===== src/rtl/cpu_types_pkg.sv =====
// Shared CPU types: decoded control bundle, forwarding selects and the bubble constant.
package cpu_types_pkg;

    localparam int NREG  = 32;
    localparam int REG_W = $clog2(NREG);

    typedef logic [REG_W-1:0] regbits_t;
    typedef logic [3:0]       aluop_t;

    typedef struct packed {
        logic [1:0] ALUSrc;
        aluop_t     ALUOp;
        logic [1:0] RegSel;
        logic       RegWr;
        logic       ExtOp;
        logic       dREN;
        logic       dWEN;
        logic [2:0] PCSrc;
        regbits_t   RegDst;
    } ctrl_t;

    typedef enum logic [1:0] {
        FWD_REG = 2'd0,
        FWD_MEM = 2'd1,
        FWD_WB  = 2'd2
    } fwd_t;

    localparam ctrl_t BUBBLE = '0;

    // Register 0 is hardwired, so a write to it never creates a dependency.
    function automatic logic reg_match(regbits_t dst, regbits_t a, regbits_t b);
        return (dst != '0) && ((dst == a) || (dst == b));
    endfunction

endpackage


===== src/rtl/hazard_detect.sv =====
// Combinational hazard check for the ID instruction; with CTRL_FORWARD_EN it also
// selects the EX operand forwarding sources.
module hazard_detect
    import cpu_types_pkg::*;
(
    input  logic     ex_blocks_i,
    input  regbits_t ex_RegDst_i,
    input  logic     mem_RegWr_i,
    input  regbits_t mem_RegDst_i,
    input  regbits_t id_rs_i,
    input  regbits_t id_rt_i,
`ifdef CTRL_FORWARD_EN
    input  regbits_t ex_rs_i,
    input  regbits_t ex_rt_i,
    input  logic     wb_RegWr_i,
    input  regbits_t wb_RegDst_i,
    output fwd_t     fwdA_o,
    output fwd_t     fwdB_o,
`endif
    output logic     hz_o
);

`ifdef CTRL_FORWARD_EN
    function automatic fwd_t fwd_sel(regbits_t src);
        fwd_t sel;
        sel = FWD_REG;
        if (mem_RegWr_i && (src != '0) && (mem_RegDst_i == src)) begin
            sel = FWD_MEM;
        end else if (wb_RegWr_i && (src != '0) && (wb_RegDst_i == src)) begin
            sel = FWD_WB;
        end
        return sel;
    endfunction

    assign fwdA_o = fwd_sel(ex_rs_i);
    assign fwdB_o = fwd_sel(ex_rt_i);
    assign hz_o   = ex_blocks_i & reg_match(ex_RegDst_i, id_rs_i, id_rt_i);
`else
    assign hz_o = (ex_blocks_i & reg_match(ex_RegDst_i, id_rs_i, id_rt_i))
                | (mem_RegWr_i & reg_match(mem_RegDst_i, id_rs_i, id_rt_i));
`endif

endmodule


===== src/rtl/ctrl_pipe.sv =====
// ID/EX, EX/MEM and MEM/WB control registers with stall, bubble and flush priority.
// Optional operand forwarding is enabled by defining CTRL_FORWARD_EN.
module ctrl_pipe
    import cpu_types_pkg::*;
(
    input  logic       CLK,
    input  logic       nRST,
    input  logic       ihit,
    input  logic       dhit,
    input  logic       id_valid,
    input  logic [1:0] id_ALUSrc,
    input  aluop_t     id_ALUOp,
    input  logic [1:0] id_RegSel,
    input  logic       id_RegWr,
    input  logic       id_ExtOp,
    input  logic       id_dREN,
    input  logic       id_dWEN,
    input  logic [2:0] id_PCSrc,
    input  regbits_t   id_RegDst,
    input  regbits_t   id_rs,
    input  regbits_t   id_rt,
    input  logic       ex_taken,
    output ctrl_t      ex_ctrl,
    output regbits_t   ex_rs,
    output regbits_t   ex_rt,
    output ctrl_t      mem_ctrl,
    output logic       wb_RegWr,
    output logic [1:0] wb_RegSel,
    output regbits_t   wb_RegDst,
    output logic       stall_if,
    output logic       flush_id
`ifdef CTRL_FORWARD_EN
    ,
    output fwd_t       fwdA,
    output fwd_t       fwdB
`endif
);

    ctrl_t      ex_ctrl_q, ex_ctrl_d;
    regbits_t   ex_rs_q, ex_rs_d, ex_rt_q, ex_rt_d;
    ctrl_t      mem_ctrl_q, mem_ctrl_d;
    logic       wb_RegWr_q, wb_RegWr_d;
    logic [1:0] wb_RegSel_q, wb_RegSel_d;
    regbits_t   wb_RegDst_q, wb_RegDst_d;

    ctrl_t id_ctrl;
    logic  en, hz, squash, ex_blocks;

    assign id_ctrl = '{ALUSrc: id_ALUSrc, ALUOp: id_ALUOp, RegSel: id_RegSel,
                       RegWr: id_RegWr, ExtOp: id_ExtOp, dREN: id_dREN,
                       dWEN: id_dWEN, PCSrc: id_PCSrc, RegDst: id_RegDst};

`ifdef CTRL_FORWARD_EN
    // Only a load in EX has no value ready to forward next cycle.
    assign ex_blocks = ex_ctrl_q.dREN;
`else
    assign ex_blocks = ex_ctrl_q.RegWr;
`endif

    hazard_detect u_hazard (
        .ex_blocks_i  (ex_blocks),
        .ex_RegDst_i  (ex_ctrl_q.RegDst),
        .mem_RegWr_i  (mem_ctrl_q.RegWr),
        .mem_RegDst_i (mem_ctrl_q.RegDst),
        .id_rs_i      (id_rs),
        .id_rt_i      (id_rt),
`ifdef CTRL_FORWARD_EN
        .ex_rs_i      (ex_rs_q),
        .ex_rt_i      (ex_rt_q),
        .wb_RegWr_i   (wb_RegWr_q),
        .wb_RegDst_i  (wb_RegDst_q),
        .fwdA_o       (fwdA),
        .fwdB_o       (fwdB),
`endif
        .hz_o         (hz)
    );

    assign en     = ihit & (~(mem_ctrl_q.dREN | mem_ctrl_q.dWEN) | dhit);
    assign squash = ex_taken | hz | ~id_valid;

    always_comb begin
        ex_ctrl_d   = ex_ctrl_q;
        ex_rs_d     = ex_rs_q;
        ex_rt_d     = ex_rt_q;
        mem_ctrl_d  = mem_ctrl_q;
        wb_RegWr_d  = wb_RegWr_q;
        wb_RegSel_d = wb_RegSel_q;
        wb_RegDst_d = wb_RegDst_q;
        if (en) begin
            if (squash) begin
                ex_ctrl_d = BUBBLE;
                ex_rs_d   = '0;
                ex_rt_d   = '0;
            end else begin
                ex_ctrl_d = id_ctrl;
                ex_rs_d   = id_rs;
                ex_rt_d   = id_rt;
            end
            mem_ctrl_d  = ex_ctrl_q;
            wb_RegWr_d  = mem_ctrl_q.RegWr;
            wb_RegSel_d = mem_ctrl_q.RegSel;
            wb_RegDst_d = mem_ctrl_q.RegDst;
        end
    end

    always_ff @(posedge CLK or negedge nRST) begin
        if (!nRST) begin
            ex_ctrl_q   <= BUBBLE;
            ex_rs_q     <= '0;
            ex_rt_q     <= '0;
            mem_ctrl_q  <= BUBBLE;
            wb_RegWr_q  <= 1'b0;
            wb_RegSel_q <= 2'b00;
            wb_RegDst_q <= '0;
        end else begin
            ex_ctrl_q   <= ex_ctrl_d;
            ex_rs_q     <= ex_rs_d;
            ex_rt_q     <= ex_rt_d;
            mem_ctrl_q  <= mem_ctrl_d;
            wb_RegWr_q  <= wb_RegWr_d;
            wb_RegSel_q <= wb_RegSel_d;
            wb_RegDst_q <= wb_RegDst_d;
        end
    end

    // A taken branch overrides the hazard stall; a frozen pipe defers the flush.
    assign stall_if = nRST & (~en | (hz & ~ex_taken));
    assign flush_id = nRST & en & ex_taken;

    assign ex_ctrl   = ex_ctrl_q;
    assign ex_rs     = ex_rs_q;
    assign ex_rt     = ex_rt_q;
    assign mem_ctrl  = mem_ctrl_q;
    assign wb_RegWr  = wb_RegWr_q;
    assign wb_RegSel = wb_RegSel_q;
    assign wb_RegDst = wb_RegDst_q;

endmodule

===== config.mk =====
export PLATFORM = sky130hd
export DESIGN_NAME = ctrl_pipe
export DESIGN_NICKNAME = d
export VERILOG_FILES = /design/src/rtl/cpu_types_pkg.sv /design/src/rtl/hazard_detect.sv /design/src/rtl/ctrl_pipe.sv
export SDC_FILE = /design/constraint.sdc
export NUM_CORES = 1
export LEC_CHECK = 0
export BUFFER_PORTS_ARGS = -buffer_cell sky130_fd_sc_hd__buf_2
export CORE_MARGIN = 3
export CORE_UTILIZATION = 40
export CTS_CLUSTER_DIAMETER = 60
export DETAILED_ROUTE_END_ITERATION = 8
export HOLD_SLACK_MARGIN = 0.15
export PLACE_DENSITY_LB_ADDON = 0.15
export SETUP_SLACK_MARGIN = 0.1
export SYNTH_ARGS = -nofsm -noshare
export SYNTH_HDL_FRONTEND = slang
export SYNTH_SLANG_ARGS = --single-unit

===== constraint.sdc =====
create_clock -name CLK -period 2.25 [get_ports CLK]
set_input_delay 0.1125 -clock CLK [delete_from_list [all_inputs] [get_ports CLK]]
set_output_delay 0.1125 -clock CLK [all_outputs]
set_load 0.05 [all_outputs]

After elaboration in Yosys (flattened, before gate mapping)
Cells that the tools add are included.
{ "totals": {"regBits": 58, "latch_bits": 0, "ramBits": 0, "mem_bits_ro": 0, "in_bits": 36, "output_inout_bits": 60, "mem_count": 0} }
{ "op_classes": {"add_sub_neg": 0, "multipliers": 0, "div": 0, "order_cmp": 0, "n_eq_ne": 4, "shift": 0, "n_mux": 3, "bitwise_logic": 17, "reduce_logical": 6} }
{ "op_table": {"columns": ["operator", "n"], "rows": [
  ["== test 5 bit", 4],
  ["two-way mux 20 bit", 1],
  ["two-way mux 5 bit", 2],
  ["nonzero test 5 bit", 2],
  ["AND 1 bit", 7],
  ["OR 1 bit", 6],
  ["NOT 1 bit", 4],
  ["logical AND 1 bit", 2],
  ["logical OR 1 bit", 2]
]} }

Depth between registers and ports, before layout
Gate-level depths: netlist (run 1).
{ "depth": {"word_depth": 8, "ltp_mapped": 6, "ltp_nobuf": 5} }

Modules after synthesis
A second synthesis (run 1) with hierarchy kept.
{ "hier_totals": {"cells_unflattened": 228, "hier_area_um2": 2668.8} }
{ "modules_own_cells": {"columns": ["module", "instances", "cells_per_inst", "area_each_um2", "seq_area_each_um2"], "rows": [
  ["ctrl_pipe", 1, 193, 2412.3, 1451.4],
  ["hazard_detect", 1, 35, 256.5, 0.0]
]} }

Least setup slack after synthesis (run 1)
OpenSTA, ideal clock, no wires.
{ "synth_timing": {"path_kind": "register to output", "start": "reg mem_ctrl_q (netlist bit mem_ctrl[0])", "end": "out stall_if", "arrival_ps": 1831, "required_ps": 2138, "slack_ps": 306, "stages_incl_launch_ff": 5, "path_buffers": 0, "cell_sequence": "dfrtp_1 -> or4_1 -> o21ai_2 -> o21ai_2 -> o211a_1"} }
{ "synth_via": {"elab_chain_cells": 8} }
{ "synth_rtl": {"columns": ["element", "line_no", "rtl"], "rows": [
  ["start: declaration", "ctrl_pipe.sv:41", "ctrl_t mem_ctrl_q, mem_ctrl_d;"],
  ["start signal: assignment", "ctrl_pipe.sv:119", "mem_ctrl_q <= mem_ctrl_d;"],
  ["== test 5 bit", "cpu_types_pkg.sv:32", "return (dst != '0) && ((dst == a) || (dst == b));"],
  ["logical OR 1 bit", "cpu_types_pkg.sv:32", null],
  ["logical AND 1 bit *", "cpu_types_pkg.sv:32", null],
  ["AND 1 bit *", "hazard_detect.sv:40", "| (mem_RegWr_i & reg_match(mem_RegDst_i, id_rs_i, id_rt_i));"],
  ["OR 1 bit *", "hazard_detect.sv:40", null],
  ["AND 1 bit *", "ctrl_pipe.sv:127", "assign stall_if = nRST & (~en | (hz & ~ex_taken));"],
  ["OR 1 bit *", "ctrl_pipe.sv:127", null],
  ["AND 1 bit *", "ctrl_pipe.sv:127", null],
  ["end: declaration", "ctrl_pipe.sv:30", "output logic stall_if,"]
]} }
Mark *: on every way between the ends. The rest lies on a longest branch, timed or not.

Final worst setup path (run 1)
{ "layout_timing": {"start": "reg mem_ctrl_q (netlist bit mem_ctrl[3])", "end": "out stall_if"} }
The elaborated chain is that of the path after synthesis.

==> results of run 1 <==
[area by class of cell]
class	count	area [µm²]
clock buffers	12	145.1
multi-input cells	216	1274
well taps	77	96.34
repair buffers	145	947.2
flip-flops and latches	58	1455
fillers	583	2574
clock inverters	3	40.04
[flip-flops by register name (all words and copies together) (netlist names)]
| register | cells |
|---|---|
| wb_RegSel | 2 |
| wb_RegDst | 5 |
| ex_rt | 5 |
| ex_rs | 5 |
| wb_RegWr | 1 |
| ex_blocks | 1 |
| mem_ctrl | 20 |
| ex_ctrl | 19 |
[cell families (layout without fill, tap and decap cells)]
kind of cell | Yosys count | count (layout) | share of synthesized area (%)
buffers and inverters | 20 | 160 | 3.913
and+or+nand+nor | 158 | 158 | 22.04
xor gates and xnor gates | 20 | 20 | 6.298
DFF | 58 | 58 | 52.18
AOI/OAI and AO/OA | 38 | 38 | 15.56
[routing by layer]
metal | vias up | track usage, % | part of all wire, %
met5 | - | 0 | 0
li1 | 1226 | - | -
met2 | 79 | 30.41 | 46
met3 | 12 | 5.346 | 6.1
met4 | 0 | 10.28 | 2.0
met1 | 1184 | 28.64 | 46
[timing repair]
action | 4_1_cts | 5_1_grt
buffers inserted | 2 | 6
endpoints found under the setup margin | 1 | 4
cloned | 0 | 0
hold endpoints to repair | 88 | 0
gates resized for setup | 1 | 9
hold buffers | 31 | 0
pin swaps | 2 | 1
[worst max-delay path, stage by stage (launching register included)]
cell	delay [ns]
dfrtp_2	0.44
or4_4	0.53
o21ai_4	0.18
o21ai_4	0.09
o211a_1	0.24
buf_6	0.15
[power by group through the flow]
stage | sequential [W] | combinational, W | clock (W)
after floorplan | 0.00161 | 0.000281 | 0
after global placement | 0.00126 | 0.000898 | 0
after detailed placement | 0.00126 | 0.000902 | 0
after CTS | 0.00124 | 0.000949 | 0.000947
after global routing | 0.00125 | 0.00105 | 0.000993
final | 0.00124 | 0.000980 | 0.000928
[how the worst max path moves through the flow]
stage | startpoint | to | cells after the start
global route | mem_ctrl[0] | ex_rt[1] | 8
detailed placement | mem_ctrl[3] | stall_if | 6
CTS | ex_ctrl[0] | stall_if | 5
floorplan | mem_ctrl[0] | stall_if | 4
global placement | mem_ctrl[3] | stall_if | 6
finish | mem_ctrl[3] | stall_if | 5
[cells in the mapped netlist]
| master | n |
|---|---|
| and3_1 | 1 |
| o211a_1 | 1 |
| dfrtp_1 | 58 |
| or4_1 | 2 |
| xor2_1 | 16 |
| xnor2_1 | 4 |
| buf_1 | 1 |
| nor3_1 | 4 |
| a21oi_1 | 1 |
| nand3_1 | 2 |
| o31ai_2 | 30 |
| nor2_1 | 3 |
| a22oi_1 | 1 |
| o21ai_1 | 2 |
| o21a_1 | 1 |
| o21ai_2 | 2 |
| nor2b_1 | 1 |
| buf_6 | 3 |
| nand2_1 | 145 |
| clkbuf_1 | 11 |
| buf_2 | 3 |
| buf_4 | 2 |
[stage by stage]
step	instance area (µm²)	hold WS (ns)	power, W	setup slack, ns	utilization, %
after floorplan	2781	-0.1831	0.001893	0.3064	-
after global placement	3372	0.3640	0.002154	0.09602	51.63
after detailed placement	3372	0.3676	0.002161	0.06678	51.63
after CTS	3884	0.3150	0.003137	0.1076	59.46
after global routing	3958	0.3318	0.003301	0.07318	60.59
final	3958	0.3235	0.003149	0.1570	60.59
==> out/metrics.cfg, run 1 <==
[synthesis]
ys_ff_latch = 58
yosys-top-cells-area = dfrtp_1 52%, nand2_1 20%, o31ai_2 13%
synth_cell_types = 22
synthCells = 294
synth_top_cell_area_share_pct = 52.18
synth_area_per_cell_um2 = 9.461
synth_top_area_cell = dfrtp_1
synth-seq-area-share_pct = 52.18
syn_area_um2 = 2781
synth_nets = 330
ys_warn_count = 0

[floorplan]
fp.dieArea_um2 = 7990
core-area_um2 = 6531
start_util_pct = 42.59
ios = 96
die_y_um = 89.39
row_count = 29
die_w_um = 89.39

[power_and_ir_drop]
pwr-share-clk_pct = 29.5
cellPowerDensity_nw_per_um2 = 795.8
switching_share_pct = 37.53
p_int_w = 0.001967
power_leakage_nw = 2.134
power_frac_comb_pct = 31.1
ir_worst_vdd_uv = 358.4
p_switching_w = 0.001182
seq_power_share_pct = 39.4

[critical_path]
r2r_slack_ns = 0.20
r2r_cells = 6
crit_type = reg -> out
required_ns = 2.14
start_kind = flip-flop
reg2reg_from = mem_ctrl[3]
endpoint_kind = output port
r2r_end = ex_rt[1]
arrival_ns = 1.98
cp_max_fo = 6

[cells_and_area]
layout.cells.non_filler = 511
layout_common_cells = 145 x nand2_1, 94 x buf_2, 55 x dfrtp_1
drive_gt1_share_pct = 38.71
n_antenna_cell = 0
nNetsFinal = 466
final_common_cell = nand2_1
area_growth_pct = 42.29

[sta]
timing.fmax_mhz = 477.8
finClkSkew_ns = 0.006430
setup_viol = 0
finalSetupTns_ns = 0
fin_crit_sh_pct = 93.02
report.final.slew_viol_count = 0
hold_violations = 0
worst-slew-pin-transition_ns = 0.7346
rsz0062_at_grt = true
layout_min_cycle_time_ns = 2.093
slew_headroom_pct = 51.03

[clock_tree]
htree_levels = 3
cts_root_buf = clkbuf_8
tritoncts = built
cts_buffers = 9
cts_max_path_buffers = 2
clkTransAtPathRegs_ns = 0.06
cts.sinks = 58
clock_latency_ns = 0.34

[placement]
gp_congestion = 0.7904
portBuffers = 95
dp.cells = 457
hpwl_um = 5068

[drt]
dr.pass1.iters = 4
post_drt_wl_per_cell_um = 15.23
wl_um = 7783
routed-via-count = 2501
viasPerCell = 4.894
drt_iter0_drc = 126
ant_nets = 0
drc = 0

[flow_run]
maxCapViolCount = 0

[hold_path]
worstHoldPathCells = 5
holdCritPathClass = in -> reg
worstHoldStart = ihit
min_to = mem_ctrl[9]

[run_status]
status = completed

[global_routing]
antenna_found_initial = 0
overflow = 0
grt_util_all_layers_pct = 20.80
grt_max_degree = 59
grt_pass1_vias = 2446
grt_pass1_wl_um = 12420

Note: power is estimated with default switching activity, not from simulation.
==> inputs of run 2 (changes only) <==
Settings changed: CTS_BUF_LIST set to sky130_fd_sc_hd__clkbuf_4 sky130_fd_sc_hd__clkbuf_8 sky130_fd_sc_hd__clkbuf_16.
==> run 2 against run 1 <==
Compared with the run above: first-iteration DRC count grew 4.0%; sequential cell count is the same; hold slack lost 0.00079 ns; total power grew 0.61%; register-to-register slack is essentially flat; maximum frequency is essentially flat; global-route usage is the same; via count shrank 0.40%; clock skew is essentially flat; routed wire length is essentially flat; critical endpoint unchanged; largest cell class unchanged.
==> out/metrics.cfg, run 2 (synthesis results as in run 1) <==
[critical_path]
r2r_end = ex_rt[1]
reg2reg_from = mem_ctrl[3]
start_kind = flip-flop
arrival_ns = 1.98
required_ns = 2.14
r2r_slack_ns = 0.19
endpoint_kind = output port
crit_type = reg -> out
cp_max_fo = 6
r2r_cells = 6

[cells_and_area]
multi_input_area_um2 = 1274
n_antenna_cell = 0
largest_reg_flops = 20
seqCellArea_um2 = 1455
final_common_cell = nand2_1
drive_gt1_share_pct = 39.17
nNetsFinal = 466
layout_common_cells = 145 x nand2_1, 94 x buf_2, 55 x dfrtp_1
area_growth_pct = 42.55
fillCellCount = 583

[global_routing]
grt_util_all_layers_pct = 20.80
antenna_found_initial = 0
gr-max-usage-layer = met2
grt_pass1_wl_um = 12420
grt_use_met2_pct = 30.68
grt_max_degree = 59
met1_usage_pct = 28.64
use_met3_pct = 5.346
grt_pass1_vias = 2443
overflow = 0

[floorplan]
die_w_um = 89.39
core-area_um2 = 6531
row_count = 29
fp.dieArea_um2 = 7990
die_y_um = 89.39
ios = 96
start_util_pct = 42.59

[placement]
pre_cts_slack_ns = 0.06678
gp_congestion = 0.7904
hpwl_um = 5068
portBuffers = 95

[clock_tree]
cts.sinks = 58
htree_levels = 3
clkTransAtPathRegs_ns = 0.06
cts_root_buf = clkbuf_8
clock_latency_ns = 0.34
cts_max_path_buffers = 2
cts_buffers = 9
tritoncts = built

[drt]
ant_nets = 0
wl_um = 7782
viasPerCell = 4.875
drt_iter0_drc = 131
post_drt_wl_per_cell_um = 15.23
routed-via-count = 2491
drc = 0
dr.pass1.iters = 4

[sta]
setup_ws_ns = 0.1575
timing.fmax_mhz = 477.9
layout_min_cycle_time_ns = 2.093
hold_violations = 0
setup_viol = 0
finalSetupTns_ns = 0
slew_headroom_pct = 50.87
finClkSkew_ns = 0.006865
whs_ns = 0.3227
worst-slew-pin-transition_ns = 0.7370
rsz0062_at_grt = true
report.final.slew_viol_count = 0
fin_crit_sh_pct = 93.00

[hold_path]
worstHoldStart = ihit
holdCritPathClass = in -> reg
worstHoldPathCells = 5
min_to = mem_ctrl[9]

[flow_run]
maxCapViolCount = 0

[power_and_ir_drop]
power_leakage_nw = 2.141
ir_worst_vdd_uv = 358.6
cellPowerDensity_nw_per_um2 = 799.2

[run_status]
status = completed

## run 2: cell counts in the layout (fill, tap and decap cells not counted)
Identical to the previous run, type by type.
## run 2: what timing repair did
item	CTS	global route
cloned	0	0
endpoints found under the setup margin	1	4
endpoints found under the hold margin	88	0
resized for setup	1	9
buffers inserted	2	6
hold buffers	31	0
pin swaps	2	1
## run 2: worst max path at each step
| stage | slack (ns) | depth (start not counted) | startpoint | to |
|---|---|---|---|---|
| finish | 0.16 | 5 | mem_ctrl[3] | stall_if |
| global route | 0.07 | 8 | mem_ctrl[0] | ex_rt[1] |
| CTS | 0.11 | 5 | ex_ctrl[0] | stall_if |
| detailed placement | 0.07 | 6 | mem_ctrl[3] | stall_if |
| global placement | 0.1 | 6 | mem_ctrl[3] | stall_if |
| floorplan | 0.31 | 4 | mem_ctrl[0] | stall_if |
## run 2: power by group
group / leakage (nW) / internal (W) / total, W / switching, W
logic: 1.26 / 0.000285 / 0.000979 / 0.000695
clock network: 0.103 / 0.000556 / 0.000948 / 0.000391
registers: 0.779 / 0.00115 / 0.00124 / 0.0000910
total: 2.14 / 0.00199 / 0.00317 / 0.00118
## run 2: layout make-up
type / instances / area share, %
Clock buffer: 12 / 3.850
Clock inverter: 3 / 1.010
Multi-Input combinational cell: 216 / 32.12
Sequential cell: 58 / 36.70
Tap cell: 77 / 2.430
Timing Repair Buffer: 145 / 23.89
## run 2: metrics by stage
stage	cell area, µm²	util, %	instances	power, W
floorplan	2781	-	294	0.001893
global placement	3372	51.63	457	0.002154
global route	3965	60.71	511	0.003325
detailed placement	3372	51.63	457	0.002161
CTS	3891	59.58	505	0.003160
finish	3965	60.71	511	0.003169
## run 2: critical path, cell delays in order, from the launching register on
cell     delay [ns]
dfrtp_2        0.44
or4_4          0.53
o21ai_4        0.18
o21ai_4        0.09
o211a_1        0.24
buf_6          0.15
## run 2: metal layers
| layer | share of wire (%) | vias up |
|---|---|---|
| li1 | - | 1230 |
| met1 | 46 | 1172 |
| met2 | 47 | 79 |
| met3 | 6.2 | 10 |
| met4 | 1.6 | 0 |
| met5 | 0 | - |
